File: config.mk
export PLATFORM = sky130hd
export DESIGN_NAME = pipe_ctrl_flat
export DESIGN_NICKNAME = d
export VERILOG_FILES = /design/src/rtl/pipe_ctrl_pkg.sv /design/src/rtl/pipe_ctrl_if.sv /design/src/rtl/pipe_ctrl_hazard_detect.sv /design/src/rtl/pipe_ctrl.sv /design/src/flat_wrapper.sv
export SDC_FILE = /design/constraint.sdc
export NUM_CORES = 1
export LEC_CHECK = 0
export ABC_AREA = 1
export BUFFER_PORTS_ARGS = -buffer_cell sky130_fd_sc_hd__buf_2
export CORE_ASPECT_RATIO = 2
export CORE_MARGIN = 3
export CORE_UTILIZATION = 52
export CTS_CLUSTER_SIZE = 8
export DETAILED_ROUTE_END_ITERATION = 8
export GPL_TIMING_DRIVEN = 1
export PLACE_DENSITY = 0.83
export SYNTH_ARGS = -nofsm -noshare
export SYNTH_HDL_FRONTEND = slang
export SYNTH_SLANG_ARGS = --single-unit
File: constraint.sdc
create_clock -name clk -period 1.85 [get_ports clk]
set_input_delay 0.2775 -clock clk [delete_from_list [all_inputs] [get_ports clk]]
set_output_delay 0.2775 -clock clk [all_outputs]
set_load 0.02 [all_outputs]
File: src/rtl/pipe_ctrl_pkg.sv
// Shared types and constants for the pipeline stall/flush controller.
// Pure declarations: no logic, no latency.
package pipe_pkg;

    typedef logic [1:0] state_t;

    localparam state_t ST_RUN      = 2'd0;
    localparam state_t ST_MEM_WAIT = 2'd1;
    localparam state_t ST_ERR      = 2'd2;

    localparam logic [4:0] REG_ZERO = 5'd0;

    typedef struct packed {
        logic pc_en;
        logic if_id_en;
        logic id_ex_en;
        logic ex_mem_en;
        logic mem_wb_en;
        logic if_id_flush;
        logic id_ex_flush;
    } strobe_t;

    // Every register enabled (or frozen), no bubbles injected.
    function automatic strobe_t strobes_uniform(input logic en);
        strobe_t s;
        s.pc_en       = en;
        s.if_id_en    = en;
        s.id_ex_en    = en;
        s.ex_mem_en   = en;
        s.mem_wb_en   = en;
        s.if_id_flush = 1'b0;
        s.id_ex_flush = 1'b0;
        return s;
    endfunction

endpackage

File: src/rtl/pipe_ctrl_if.sv
// Datapath <-> stall controller signal bundle; master is the datapath side.
// Pure wiring: zero latency.
interface pipe_ctrl_if #(
    parameter int CNT_W = 16
);
    logic [4:0]       id_rs;
    logic [4:0]       id_rt;
    logic             id_uses_rs;
    logic             id_uses_rt;
    logic             ex_wreg;
    logic             ex_m2reg;
    logic [4:0]       ex_reg_addr;
    logic             ex_branch_taken;
    logic             mem_req;
    logic             dmem_ack;
    logic             dmem_req;
    logic             pc_en;
    logic             if_id_en;
    logic             id_ex_en;
    logic             ex_mem_en;
    logic             mem_wb_en;
    logic             if_id_flush;
    logic             id_ex_flush;
    logic             mem_err;
    logic [CNT_W-1:0] stall_cnt;

    modport master (
        output id_rs, id_rt, id_uses_rs, id_uses_rt,
        output ex_wreg, ex_m2reg, ex_reg_addr, ex_branch_taken,
        output mem_req, dmem_ack,
        input  dmem_req, pc_en, if_id_en, id_ex_en, ex_mem_en, mem_wb_en,
        input  if_id_flush, id_ex_flush, mem_err, stall_cnt
    );

    modport slave (
        input  id_rs, id_rt, id_uses_rs, id_uses_rt,
        input  ex_wreg, ex_m2reg, ex_reg_addr, ex_branch_taken,
        input  mem_req, dmem_ack,
        output dmem_req, pc_en, if_id_en, id_ex_en, ex_mem_en, mem_wb_en,
        output if_id_flush, id_ex_flush, mem_err, stall_cnt
    );

endinterface

File: src/rtl/pipe_ctrl_hazard_detect.sv
// Load-use hazard compare between the load in EX and the operands of ID.
// Purely combinational; no backpressure of its own.
module hazard_detect
    import pipe_pkg::*;
(
    input  logic [4:0] id_rs,
    input  logic [4:0] id_rt,
    input  logic       id_uses_rs,
    input  logic       id_uses_rt,
    input  logic       ex_wreg,
    input  logic       ex_m2reg,
    input  logic [4:0] ex_reg_addr,
    output logic       lu_hazard
);

    logic ex_load_vld;
    logic rs_match;
    logic rt_match;

    // $zero is never a real producer, so a load into it cannot create a hazard.
    assign ex_load_vld = ex_m2reg & ex_wreg & (ex_reg_addr != REG_ZERO);
    assign rs_match    = id_uses_rs & (id_rs == ex_reg_addr);
    assign rt_match    = id_uses_rt & (id_rt == ex_reg_addr);
    assign lu_hazard   = ex_load_vld & (rs_match | rt_match);

endmodule

File: src/rtl/pipe_ctrl.sv
// Stall/flush controller for the 5-stage pipeline: memory wait, branch squash, load-use bubble.
// Strobes are combinational (zero latency); an unacked data access freezes the whole pipe.
module pipe_ctrl
    import pipe_pkg::*;
#(
    parameter int TIMEOUT = 64,
    parameter int CNT_W   = 16
) (
    input  logic        clk,
    input  logic        rst,
    pipe_ctrl_if.slave  bus
);

    localparam int WC_W = (TIMEOUT > 2) ? $clog2(TIMEOUT) : 1;

    state_t           state_q, state_d;
    logic [WC_W-1:0]  wait_cnt_q, wait_cnt_d;
    logic             mem_err_q, mem_err_d;
    logic [CNT_W-1:0] stall_cnt_q, stall_cnt_d;

    logic    lu_hazard;
    logic    mem_stall;
    logic    dmem_req;
    strobe_t st;

    hazard_detect u_hazard_detect (
        .id_rs       (bus.id_rs),
        .id_rt       (bus.id_rt),
        .id_uses_rs  (bus.id_uses_rs),
        .id_uses_rt  (bus.id_uses_rt),
        .ex_wreg     (bus.ex_wreg),
        .ex_m2reg    (bus.ex_m2reg),
        .ex_reg_addr (bus.ex_reg_addr),
        .lu_hazard   (lu_hazard)
    );

    assign mem_stall = (state_q != ST_ERR) & bus.mem_req & ~bus.dmem_ack;

    always_comb begin
        state_d    = state_q;
        wait_cnt_d = wait_cnt_q;
        mem_err_d  = mem_err_q;
        unique case (state_q)
            ST_RUN: begin
                if (mem_stall) begin
                    state_d    = ST_MEM_WAIT;
                    wait_cnt_d = '0;
                end
            end
            ST_MEM_WAIT: begin
                if (mem_stall) begin
                    if (wait_cnt_q == WC_W'(TIMEOUT - 1)) begin
                        state_d   = ST_ERR;
                        mem_err_d = 1'b1;
                    end else begin
                        wait_cnt_d = wait_cnt_q + WC_W'(1);
                    end
                end else begin
                    // Ack, or a dropped request, both release the wait.
                    state_d = ST_RUN;
                end
            end
            ST_ERR: begin
                state_d = ST_ERR;
            end
            default: begin
                state_d = ST_RUN;
            end
        endcase
    end

    always_comb begin
        st       = strobes_uniform(1'b1);
        dmem_req = bus.mem_req & (state_q != ST_ERR);
        if (rst) begin
            st       = strobes_uniform(1'b1);
            dmem_req = 1'b0;
        end else if (state_q == ST_ERR) begin
            st = strobes_uniform(1'b0);
        end else if (mem_stall) begin
            st = strobes_uniform(1'b0);
        end else if (bus.ex_branch_taken) begin
            // The ID instruction is squashed, so any load-use hazard is moot.
            st.if_id_flush = 1'b1;
            st.id_ex_flush = 1'b1;
        end else if (lu_hazard) begin
            st.pc_en       = 1'b0;
            st.if_id_en    = 1'b0;
            st.id_ex_flush = 1'b1;
        end
    end

    always_comb begin
        stall_cnt_d = stall_cnt_q;
        if (!st.pc_en && (stall_cnt_q != {CNT_W{1'b1}})) begin
            stall_cnt_d = stall_cnt_q + CNT_W'(1);
        end
    end

    always_ff @(posedge clk) begin
        if (rst) begin
            state_q     <= ST_RUN;
            wait_cnt_q  <= '0;
            mem_err_q   <= 1'b0;
            stall_cnt_q <= '0;
        end else begin
            state_q     <= state_d;
            wait_cnt_q  <= wait_cnt_d;
            mem_err_q   <= mem_err_d;
            stall_cnt_q <= stall_cnt_d;
        end
    end

    assign bus.dmem_req    = dmem_req;
    assign bus.pc_en       = st.pc_en;
    assign bus.if_id_en    = st.if_id_en;
    assign bus.id_ex_en    = st.id_ex_en;
    assign bus.ex_mem_en   = st.ex_mem_en;
    assign bus.mem_wb_en   = st.mem_wb_en;
    assign bus.if_id_flush = st.if_id_flush;
    assign bus.id_ex_flush = st.id_ex_flush;
    assign bus.mem_err     = mem_err_q;
    assign bus.stall_cnt   = stall_cnt_q;

endmodule
File: src/flat_wrapper.sv
// flat-port wrapper written by rule: the top's interface ports become plain ports
module pipe_ctrl_flat import pipe_pkg::*;
#(
    parameter int TIMEOUT = 64,
    parameter int CNT_W   = 16
)
  (clk, rst, bus_id_rs, bus_id_rt, bus_id_uses_rs, bus_id_uses_rt, bus_ex_wreg, bus_ex_m2reg, bus_ex_reg_addr, bus_ex_branch_taken, bus_mem_req, bus_dmem_ack, bus_dmem_req, bus_pc_en, bus_if_id_en, bus_id_ex_en, bus_ex_mem_en, bus_mem_wb_en, bus_if_id_flush, bus_id_ex_flush, bus_mem_err, bus_stall_cnt);
  pipe_ctrl_if #(.CNT_W(CNT_W)) bus_i ();
  input  logic clk;
  input  logic rst;
  input wire logic [$bits(bus_i.id_rs)-1:0] bus_id_rs;
  input wire logic [$bits(bus_i.id_rt)-1:0] bus_id_rt;
  input wire logic [$bits(bus_i.id_uses_rs)-1:0] bus_id_uses_rs;
  input wire logic [$bits(bus_i.id_uses_rt)-1:0] bus_id_uses_rt;
  input wire logic [$bits(bus_i.ex_wreg)-1:0] bus_ex_wreg;
  input wire logic [$bits(bus_i.ex_m2reg)-1:0] bus_ex_m2reg;
  input wire logic [$bits(bus_i.ex_reg_addr)-1:0] bus_ex_reg_addr;
  input wire logic [$bits(bus_i.ex_branch_taken)-1:0] bus_ex_branch_taken;
  input wire logic [$bits(bus_i.mem_req)-1:0] bus_mem_req;
  input wire logic [$bits(bus_i.dmem_ack)-1:0] bus_dmem_ack;
  output wire logic [$bits(bus_i.dmem_req)-1:0] bus_dmem_req;
  output wire logic [$bits(bus_i.pc_en)-1:0] bus_pc_en;
  output wire logic [$bits(bus_i.if_id_en)-1:0] bus_if_id_en;
  output wire logic [$bits(bus_i.id_ex_en)-1:0] bus_id_ex_en;
  output wire logic [$bits(bus_i.ex_mem_en)-1:0] bus_ex_mem_en;
  output wire logic [$bits(bus_i.mem_wb_en)-1:0] bus_mem_wb_en;
  output wire logic [$bits(bus_i.if_id_flush)-1:0] bus_if_id_flush;
  output wire logic [$bits(bus_i.id_ex_flush)-1:0] bus_id_ex_flush;
  output wire logic [$bits(bus_i.mem_err)-1:0] bus_mem_err;
  output wire logic [$bits(bus_i.stall_cnt)-1:0] bus_stall_cnt;
  assign bus_i.id_rs = bus_id_rs;
  assign bus_i.id_rt = bus_id_rt;
  assign bus_i.id_uses_rs = bus_id_uses_rs;
  assign bus_i.id_uses_rt = bus_id_uses_rt;
  assign bus_i.ex_wreg = bus_ex_wreg;
  assign bus_i.ex_m2reg = bus_ex_m2reg;
  assign bus_i.ex_reg_addr = bus_ex_reg_addr;
  assign bus_i.ex_branch_taken = bus_ex_branch_taken;
  assign bus_i.mem_req = bus_mem_req;
  assign bus_i.dmem_ack = bus_dmem_ack;
  assign bus_dmem_req = bus_i.dmem_req;
  assign bus_pc_en = bus_i.pc_en;
  assign bus_if_id_en = bus_i.if_id_en;
  assign bus_id_ex_en = bus_i.id_ex_en;
  assign bus_ex_mem_en = bus_i.ex_mem_en;
  assign bus_mem_wb_en = bus_i.mem_wb_en;
  assign bus_if_id_flush = bus_i.if_id_flush;
  assign bus_id_ex_flush = bus_i.id_ex_flush;
  assign bus_mem_err = bus_i.mem_err;
  assign bus_stall_cnt = bus_i.stall_cnt;
  pipe_ctrl #(.TIMEOUT(TIMEOUT), .CNT_W(CNT_W)) u_core (.clk(clk), .rst(rst), .bus(bus_i));
endmodule
==> results of run 1 <==
critical path, cell delays in order (launching register included):
cell	delay, ns
dfxtp_1	0.40
ha_1	0.20
nand2_1	0.08
inv_2	0.08
nand4_1	0.14
nand3b_4	0.30
buf_4	0.24
nand3_1	0.10
a21oi_2	0.06
final cells by class:
class | count | area (sq um)
Clock buffer | 4 | 45.0
Fill cell | 300 | 1130
Inverter | 37 | 139
Multi-Input combinational cell | 185 | 1030
Sequential cell | 25 | 502
Tap cell | 31 | 38.8
Timing Repair Buffer | 57 | 308
stage by stage:
| stage | instances | hold WS [ns] |
|---|---|---|
| finish | 339 | 0.339 |
| global route | 339 | 0.378 |
| CTS | 337 | 0.345 |
| detailed placement | 333 | 0.468 |
| global placement | 333 | 0.438 |
| floorplan | 257 | 0.462 |
power groups by stage:
stage / clock network (mW) / registers (mW) / logic [mW]
finish: 0.322 / 0.544 / 0.144
global route: 0.349 / 0.545 / 0.164
CTS: 0.328 / 0.544 / 0.141
detailed placement: 0 / 0.557 / 0.141
global placement: 0 / 0.557 / 0.138
floorplan: 0 / 0.558 / 0.0921
metal layers:
metal  vias up  share of wire [%]  global-route usage [%]
met2        54                 56                    37.8
met5         -                  0                       0
met3        13                4.8                    2.67
met4         0                2.8                    9.57
li1        903                  -                       -
met1       791                 36                    20.1
placed cells by master, fill, tap and decap left out, types with 2 or more instances in the layout:
master,Yosys,layout
nand3_2,8,8
xor2_1,9,9
inv_1,30,30
clkbuf_8,0,3
nand2_1,74,74
dfxtp_1,25,24
buf_2,2,48
nor3_1,3,3
nand4_1,5,5
ha_1,2,2
nand3_1,19,19
a21oi_2,10,10
inv_2,7,7
a21oi_1,12,12
nor2_2,4,4
nor2_1,24,24
nand2_4,1,2
nand3b_4,2,2
xnor2_1,5,5
buf_4,3,9
cells by family (layout without fill, tap and decap cells):
family	after synthesis	after routing	synth area share, %
compound gates	24	24	9.12
xor+xnor	14	14	7.09
fa+ha+maj	2	2	1.45
buf+inv	47	98	12.5
flops	25	25	28.9
simple gates	145	145	40.9
worst max-delay path by stage:
| stage | slack (ns) | to | start | depth (start not counted) |
|---|---|---|---|---|
| global route | 0.008 | u_core.bus.stall_cnt[13]$_SDFFE_PP0P_ | u_core.bus.stall_cnt[0]$_SDFFE_PP0P_ | 8 |
| global placement | 0.19 | u_core.bus.stall_cnt[3]$_SDFFE_PP0P_ | u_core.bus.stall_cnt[0]$_SDFFE_PP0P_ | 8 |
| finish | 0.14 | u_core.bus.stall_cnt[15]$_SDFFE_PP0P_ | u_core.bus.stall_cnt[0]$_SDFFE_PP0P_ | 8 |
| detailed placement | 0.1 | u_core.bus.stall_cnt[14]$_SDFFE_PP0P_ | u_core.bus.stall_cnt[0]$_SDFFE_PP0P_ | 8 |
| CTS | 0.003 | bus_pc_en | u_core.state_q[0]$_SDFFE_PP0P_ | 8 |
| floorplan | 0.03 | bus_pc_en | u_core.state_q[1]$_SDFFE_PP0P_ | 9 |
what timing repair did:
| item | in CTS | in global routing |
|---|---|---|
| endpoints found under the setup margin | 0 | 16 |
| resized for setup | 0 | 4 |
| buffers inserted | 0 | 2 |
| hold endpoints to repair | 0 | 0 |
state kept, by name, summed over array words and instances (netlist names):
register,flops
u_core.wait_cnt_q,6
u_core.bus.stall_cnt,16
u_core.bus.mem_err,1
u_core.state_q,2
==> impl_metrics.toml, run 1 <==
[routing]
vias_per_cell = 5.19
detailedRoute.firstPassIterationCount = 4
route.antenna.remaining_nets = 0
drt_wl_total_microns = 3790
drc = 0
drt_iter0_markers = 27
route.detailed.wl_per_inst_microns = 11.2
vias = 1761

[synthesis]
postSynthNetCount = 283
netlist_area_sq_um = 1730
number_of_enable_type_register_cells_in_the_synthesized_netlist = 0
synth-async-reset-ratio_pct = 0
seq_area_frac_synth_pct = 28.9
dominant_cell_type_by_area_after_synthesis = "dfxtp_1"
number_of_storage_elements_in_the_synthesis_netlist = 25
syn_avg_cell_area_sq_um = 6.73
synth-main-ff-cell = "dfxtp_1"
synth_most_common_cell = "nand2_1"
synth_common_cells = "74 x nand2_1, 30 x inv_1, 25 x dfxtp_1, 24 x nor2_1, 19 x nand3_1"
synthesis.yosys.warnings = 0
synth.distinct_cells = 29
post-synth-top-area-fraction_pct = 28.9
ys_top_cells_by_area = "dfxtp_1 29%, nand2_1 16%, inv_1 6.5%"
synth_cells = 257

[worst_hold_path]
hold_depth = 4
min_delay_worst_endpoint = "u_core.bus.stall_cnt[12]$_SDFFE_PP0P_"
hp-class = "in -> reg"
worst_hold_startpoint = "rst"

[critical_path]
worstSetupStartpointType = "flip-flop"
reg2reg_slack_ns = 0.14
regToRegEndpoint = "u_core.bus.stall_cnt[15]$_SDFFE_PP0P_"
worstSetupEndpointType = "flip-flop"
timing.critical_path.required_ns = 2.00
path_max_fanout = 11
critPathKind = "reg -> reg"
timing.reg2reg.worst_path_depth = 8
crit-reg2reg-launch = "u_core.bus.stall_cnt[0]$_SDFFE_PP0P_"
critical_path_arrival_ns = 1.87

[grt]
grt_first_pass_wirelength_microns = 6360
global_route.overflow_total = 0
global_route.usage.total_pct = 20.2
pin_count_of_the_biggest_net_entering_global_routing = 21
grt_pass1_vias = 1671
grt_antenna_before_repair = 0

[cts]
cts_htree_levels = 1
cts-root-to-sink-buffers = 2
cts_hold_buffers = 0
tritoncts = "built"
clock_transition_at_path_regs_ns = 0.08
cts_root_buffer = "clkbuf_8"
numCtsBuffers = 3
latest_clock_arrival_within_the_worst_skew_pair_ns = 0.27
tritoncts_num_sinks = 25

[finish]
area.growth.synth_to_final_pct = 19.3
n_antenna_cell = 0
layout.cell_area.non_filler_sq_um = 2060
final_layout_size_suffix_gt1_share_pct = 31.5
finalCoreUtilization_pct = 64.6
nNetsFinal = 335

[job]
maxCapViolations = 0

[timing]
setup_tns_ns = 0
final_max_slew_viol_count = 0
setup_violations = 0
maxClockFrequency_mhz = 583
period_share_pct = 92.7
finalClockSkew_ns = 0.00273
finalHoldViolCount = 0
timing.max_slew.rel_slack_pct = 69.7
postLayoutSetupSlackWorst_ns = 0.136
grt_setup_unrepaired = "no"
max_slew.worst_pin.slew_ns = 0.450
final_period_minus_worst_setup_slack_ns = 1.71

[placement]
dpl_worst_slack_ns = 0.0963
port-buffer-count = 48
postPlaceCellArea_sq_um = 1980
hpwlAfterDp_microns = 3090
finalWeightedCongestion = 0.870

[power_and_ir_drop]
power.ir.vdd_worst_mv = 0.444
power.internal_mw = 0.750
switching_portion_of_total_power_pct = 25.7
pwr-share-comb_pct = 14.3
pwr-share-clk_pct = 31.9
fin_total_pwr_mw = 1.01
pwr-share-seq_pct = 53.9
net-switching-power_mw = 0.260
cellPowerDensity_nw_per_um2 = 489
p_leak_nw = 1.02

[floorplan]
die_width_microns = 46.8
floorplan.die_area_sq_um = 4100
die-height_microns = 87.6
design.core.area_sq_um = 3190
std_cell_rows = 29
io_pins = 49
initial_core_utilization_pct = 54.2

[status]
outcome = "finished clean"
(Power assumes the default switching activity.)
==> run 2, diff against run 1 <==
--- a/config.mk
+++ b/config.mk
@@ -5,15 +5,15 @@
 export SDC_FILE = /design/constraint.sdc
 export NUM_CORES = 1
 export LEC_CHECK = 0
-export ABC_AREA = 1
 export BUFFER_PORTS_ARGS = -buffer_cell sky130_fd_sc_hd__buf_2
 export CORE_ASPECT_RATIO = 2
-export CORE_MARGIN = 3
-export CORE_UTILIZATION = 52
+export CORE_MARGIN = 2
+export CORE_UTILIZATION = 50
+export CTS_CLUSTER_DIAMETER = 200
 export CTS_CLUSTER_SIZE = 8
 export DETAILED_ROUTE_END_ITERATION = 8
 export GPL_TIMING_DRIVEN = 1
-export PLACE_DENSITY = 0.83
+export PLACE_DENSITY = 0.82
 export SYNTH_ARGS = -nofsm -noshare
 export SYNTH_HDL_FRONTEND = slang
 export SYNTH_SLANG_ARGS = --single-unit
==> run 2 against run 1 <==
  * The flow now finishes with violations (setup timing)
  * Final cell count down 22%
  * Combinational power grew 8%
  * Utilization up 5.0 points
  * Worst hold slack gained 0.083 ns
  * Fmax decreased by 8.0%
  * Setup slack lost 0.15 ns
  * Sequential power is essentially flat
  * Largest cell class unchanged
  * Synthesized cell count shrank 34%
  * First-iteration DRC count decreased by 26%
==> impl_metrics.toml, run 2 <==
[finish]
area.growth.synth_to_final_pct = 33.3
final_layout_size_suffix_gt1_share_pct = 37.3
n_antenna_cell = 0
layout.filler_cells = 234
nNetsFinal = 263
mostFrequentLayoutCells = "46 x buf_2, 24 x buf_4, 24 x dfxtp_1"
largest_register_ffs = 16
final_common_cell = "buf_2"
layout.cell_area.non_filler_sq_um = 1930

[critical_path]
crit_path_cell_trace = "buf_2 -> or4_4 -> o211ai_2 -> nor3_2 -> a21oi_4 -> buf_4"
timing.critical_path.required_ns = 1.57
timing.reg2reg.worst_path_depth = 7
regToRegEndpoint = "u_core.bus.stall_cnt[5]$_SDFFE_PP0P_"
worstSetupEndpointType = "primary output"
crit-reg2reg-launch = "u_core.bus.stall_cnt[0]$_SDFFE_PP0P_"
cp_num_buf_inv = 2
critPathKind = "in -> out"
reg2reg_slack_ns = 0.10
cpPeakStageDelay_ns = 0.53
cpMaxStageDelayCell = "or4_4"
cp_top_family = "simple AND/OR/NAND/NOR gates"
path_max_fanout = 3
critical_path_arrival_ns = 1.59
worstSetupStartpointType = "input pin"

[floorplan]
die_width_microns = 42.0
die-height_microns = 80.1
initial_core_utilization_pct = 52.3
std_cell_rows = 27
io_pins = 49
floorplan.die_area_sq_um = 3370
design.core.area_sq_um = 2770

[synthesis]
syn_avg_cell_area_sq_um = 8.52
synth_most_common_cell = "dfxtp_1"
synthesis.yosys.warnings = 0
post_synth_fa_ha_maj_area_fraction_pct = 1.73
dominant_combinational_cell_family_by_area_after_synthesis = "simple AND/OR/NAND/NOR gates"
number_of_storage_elements_in_the_synthesis_netlist = 25
synth_compound_area_share_pct = 18.1
post-synth-top-area-fraction_pct = 34.6
synth_common_cells = "25 x dfxtp_1, 15 x nand2_1, 14 x nand3_1, 13 x nor2_1, 12 x a21oi_1"
seq_area_frac_synth_pct = 34.6
number_of_enable_type_register_cells_in_the_synthesized_netlist = 0
share_of_cell_area_taken_by_muxes_after_synthesis_pct = 3.03
synth_xor_area_share_pct = 7.87
dominant_cell_type_by_area_after_synthesis = "dfxtp_1"
ys_top_cells_by_area = "dfxtp_1 35%, xnor2_1 6.1%, nand3_1 4.8%"
synth.distinct_cells = 40
synth-main-ff-cell = "dfxtp_1"
netlist_area_sq_um = 1450
simple_logic_cell_fraction_of_the_synthesized_area_pct = 28.2
postSynthNetCount = 196
synth-async-reset-ratio_pct = 0
synth_cells = 170

[routing]
vias = 1563
drc = 0
detailedRoute.firstPassIterationCount = 4
route.detailed.wl_per_inst_microns = 14.6
drt_wl_total_microns = 3870
route.antenna.remaining_nets = 0
drt_iter0_markers = 20
vias_per_cell = 5.90

[grt]
grt_pass1_vias = 1492
grt_first_pass_wirelength_microns = 6280
global_route.usage.total_pct = 23.3
global_route.overflow_total = 0
grt_antenna_before_repair = 0
pin_count_of_the_biggest_net_entering_global_routing = 18

[placement]
postPlaceCellArea_sq_um = 1800
port-buffer-count = 48
finalWeightedCongestion = 0.794
dpl_worst_slack_ns = -0.225
hpwlAfterDp_microns = 2970

[timing]
timing.max_slew.rel_slack_pct = 69.4
final_period_minus_worst_setup_slack_ns = 1.86
postLayoutSetupSlackWorst_ns = -0.0137
grt_setup_unrepaired = "yes"
finalHoldViolCount = 0
finalClockSkew_ns = 0.00508
max_slew.worst_pin.slew_ns = 0.455
setup_violations = 1
maxClockFrequency_mhz = 537
setup_tns_ns = -0.0137
period_share_pct = 101
hold_slack_ns = 0.422
final_max_slew_viol_count = 0

[job]
maxCapViolations = 0

[power_and_ir_drop]
cellPowerDensity_nw_per_um2 = 535
power.ir.vdd_worst_mv = 0.514
fin_total_pwr_mw = 1.03
p_leak_nw = 0.824

[cts]
cts_hold_buffers = 0
cts-root-to-sink-buffers = 2
tritoncts_num_sinks = 25
latest_clock_arrival_within_the_worst_skew_pair_ns = 0.27
numCtsBuffers = 3
cts_htree_levels = 1
clock_transition_at_path_regs_ns = 0.09
cts_root_buffer = "clkbuf_8"
tritoncts = "built"

[worst_hold_path]
hold_depth = 3
hp-class = "in -> reg"
worst_hold_startpoint = "bus_ex_branch_taken"
min_delay_worst_endpoint = "u_core.bus.stall_cnt[12]$_SDFFE_PP0P_"

[status]
outcome = "finished with violations"
failed_checks = "setup timing"
## run 2: changes by cell type after synthesis, moves of 5 or more
| cell | before | now |
|---|---|---|
| nand2_1 | 74 | 15 |
| inv_1 | 30 | 6 |
| nor2_1 | 24 | 13 |
| a21oi_2 | 10 | 0 |
| nand3_2 | 8 | 0 |
| inv_2 | 7 | 0 |
| o311ai_1 | 0 | 7 |
| o41ai_1 | 0 | 6 |
| xor2_1 | 9 | 3 |
| nand3_1 | 19 | 14 |
| xnor2_1 | 5 | 10 |
## run 2: worst max-delay path by stage
stage,from,end,depth (start not counted)
floorplan,bus_ex_reg_addr[1],bus_pc_en,6
global placement,bus_ex_reg_addr[1],u_core.bus.stall_cnt[13]$_SDFFE_PP0P_,7
detailed placement,bus_ex_reg_addr[1],u_core.bus.stall_cnt[10]$_SDFFE_PP0P_,7
CTS,bus_ex_reg_addr[1],bus_pc_en,6
global route,bus_ex_reg_addr[1],bus_pc_en,6
finish,bus_ex_reg_addr[1],bus_pc_en,6
## run 2: layer usage
layer,track usage [%],vias to the layer above,wire (microns)
met4,9.69,0,98
met2,45.8,57,2120
met1,24.1,726,1420
met5,0,-,0
met3,2.47,11,231
li1,-,769,-
## run 2: per-stage QoR
stage | instances | util, %
2_1_floorplan | 170 | -
5_1_grt | 265 | 69.6
4_1_cts | 262 | 67.2
3_3_place_gp | 257 | 65.0
6_report | 265 | 69.6
3_5_place_dp | 257 | 65.0
## run 2: cell families after synthesis
group                    Yosys count
AO/OA/AOI/OAI                     36
XOR/XNOR                          13
adder cells (fa/ha/maj)            2
buffers and inverters             16
flip-flops                        25
multiplexers                       4
AND/OR/NAND/NOR                   74
## run 2: layout make-up
cell class	count	area, sq um	share of cell area (%)
Clock buffer	3	41.3	2.14
Multi-Input combinational cell	129	887	46.0
Clock inverter	1	7.51	0.389
Tap cell	29	36.3	1.88
Timing Repair Buffer	72	433	22.4
Sequential cell	25	502	26.0
Inverter	6	22.5	1.17
## run 2: timing repair
item,4_1_cts,5_1_grt
pin swaps,1,3
endpoints found under the setup margin,2,18
resized for setup,1,10
buffers inserted,1,3
## run 2: power by group
part | switching [mW] | internal [mW] | total, mW
Combinational | 0.0838 | 0.0709 | 0.155
Clock | 0.182 | 0.153 | 0.335
Sequential | 0.00158 | 0.540 | 0.542
Total | 0.267 | 0.764 | 1.03
## run 2: worst reg2reg max path, delay by kind of cell, from the launching register on
kind | cells | cell delay, ns
flops | 1 | 0.32
fa+ha+maj | 1 | 0.23
simple gates | 4 | 0.83
buf+inv | 2 | 0.32
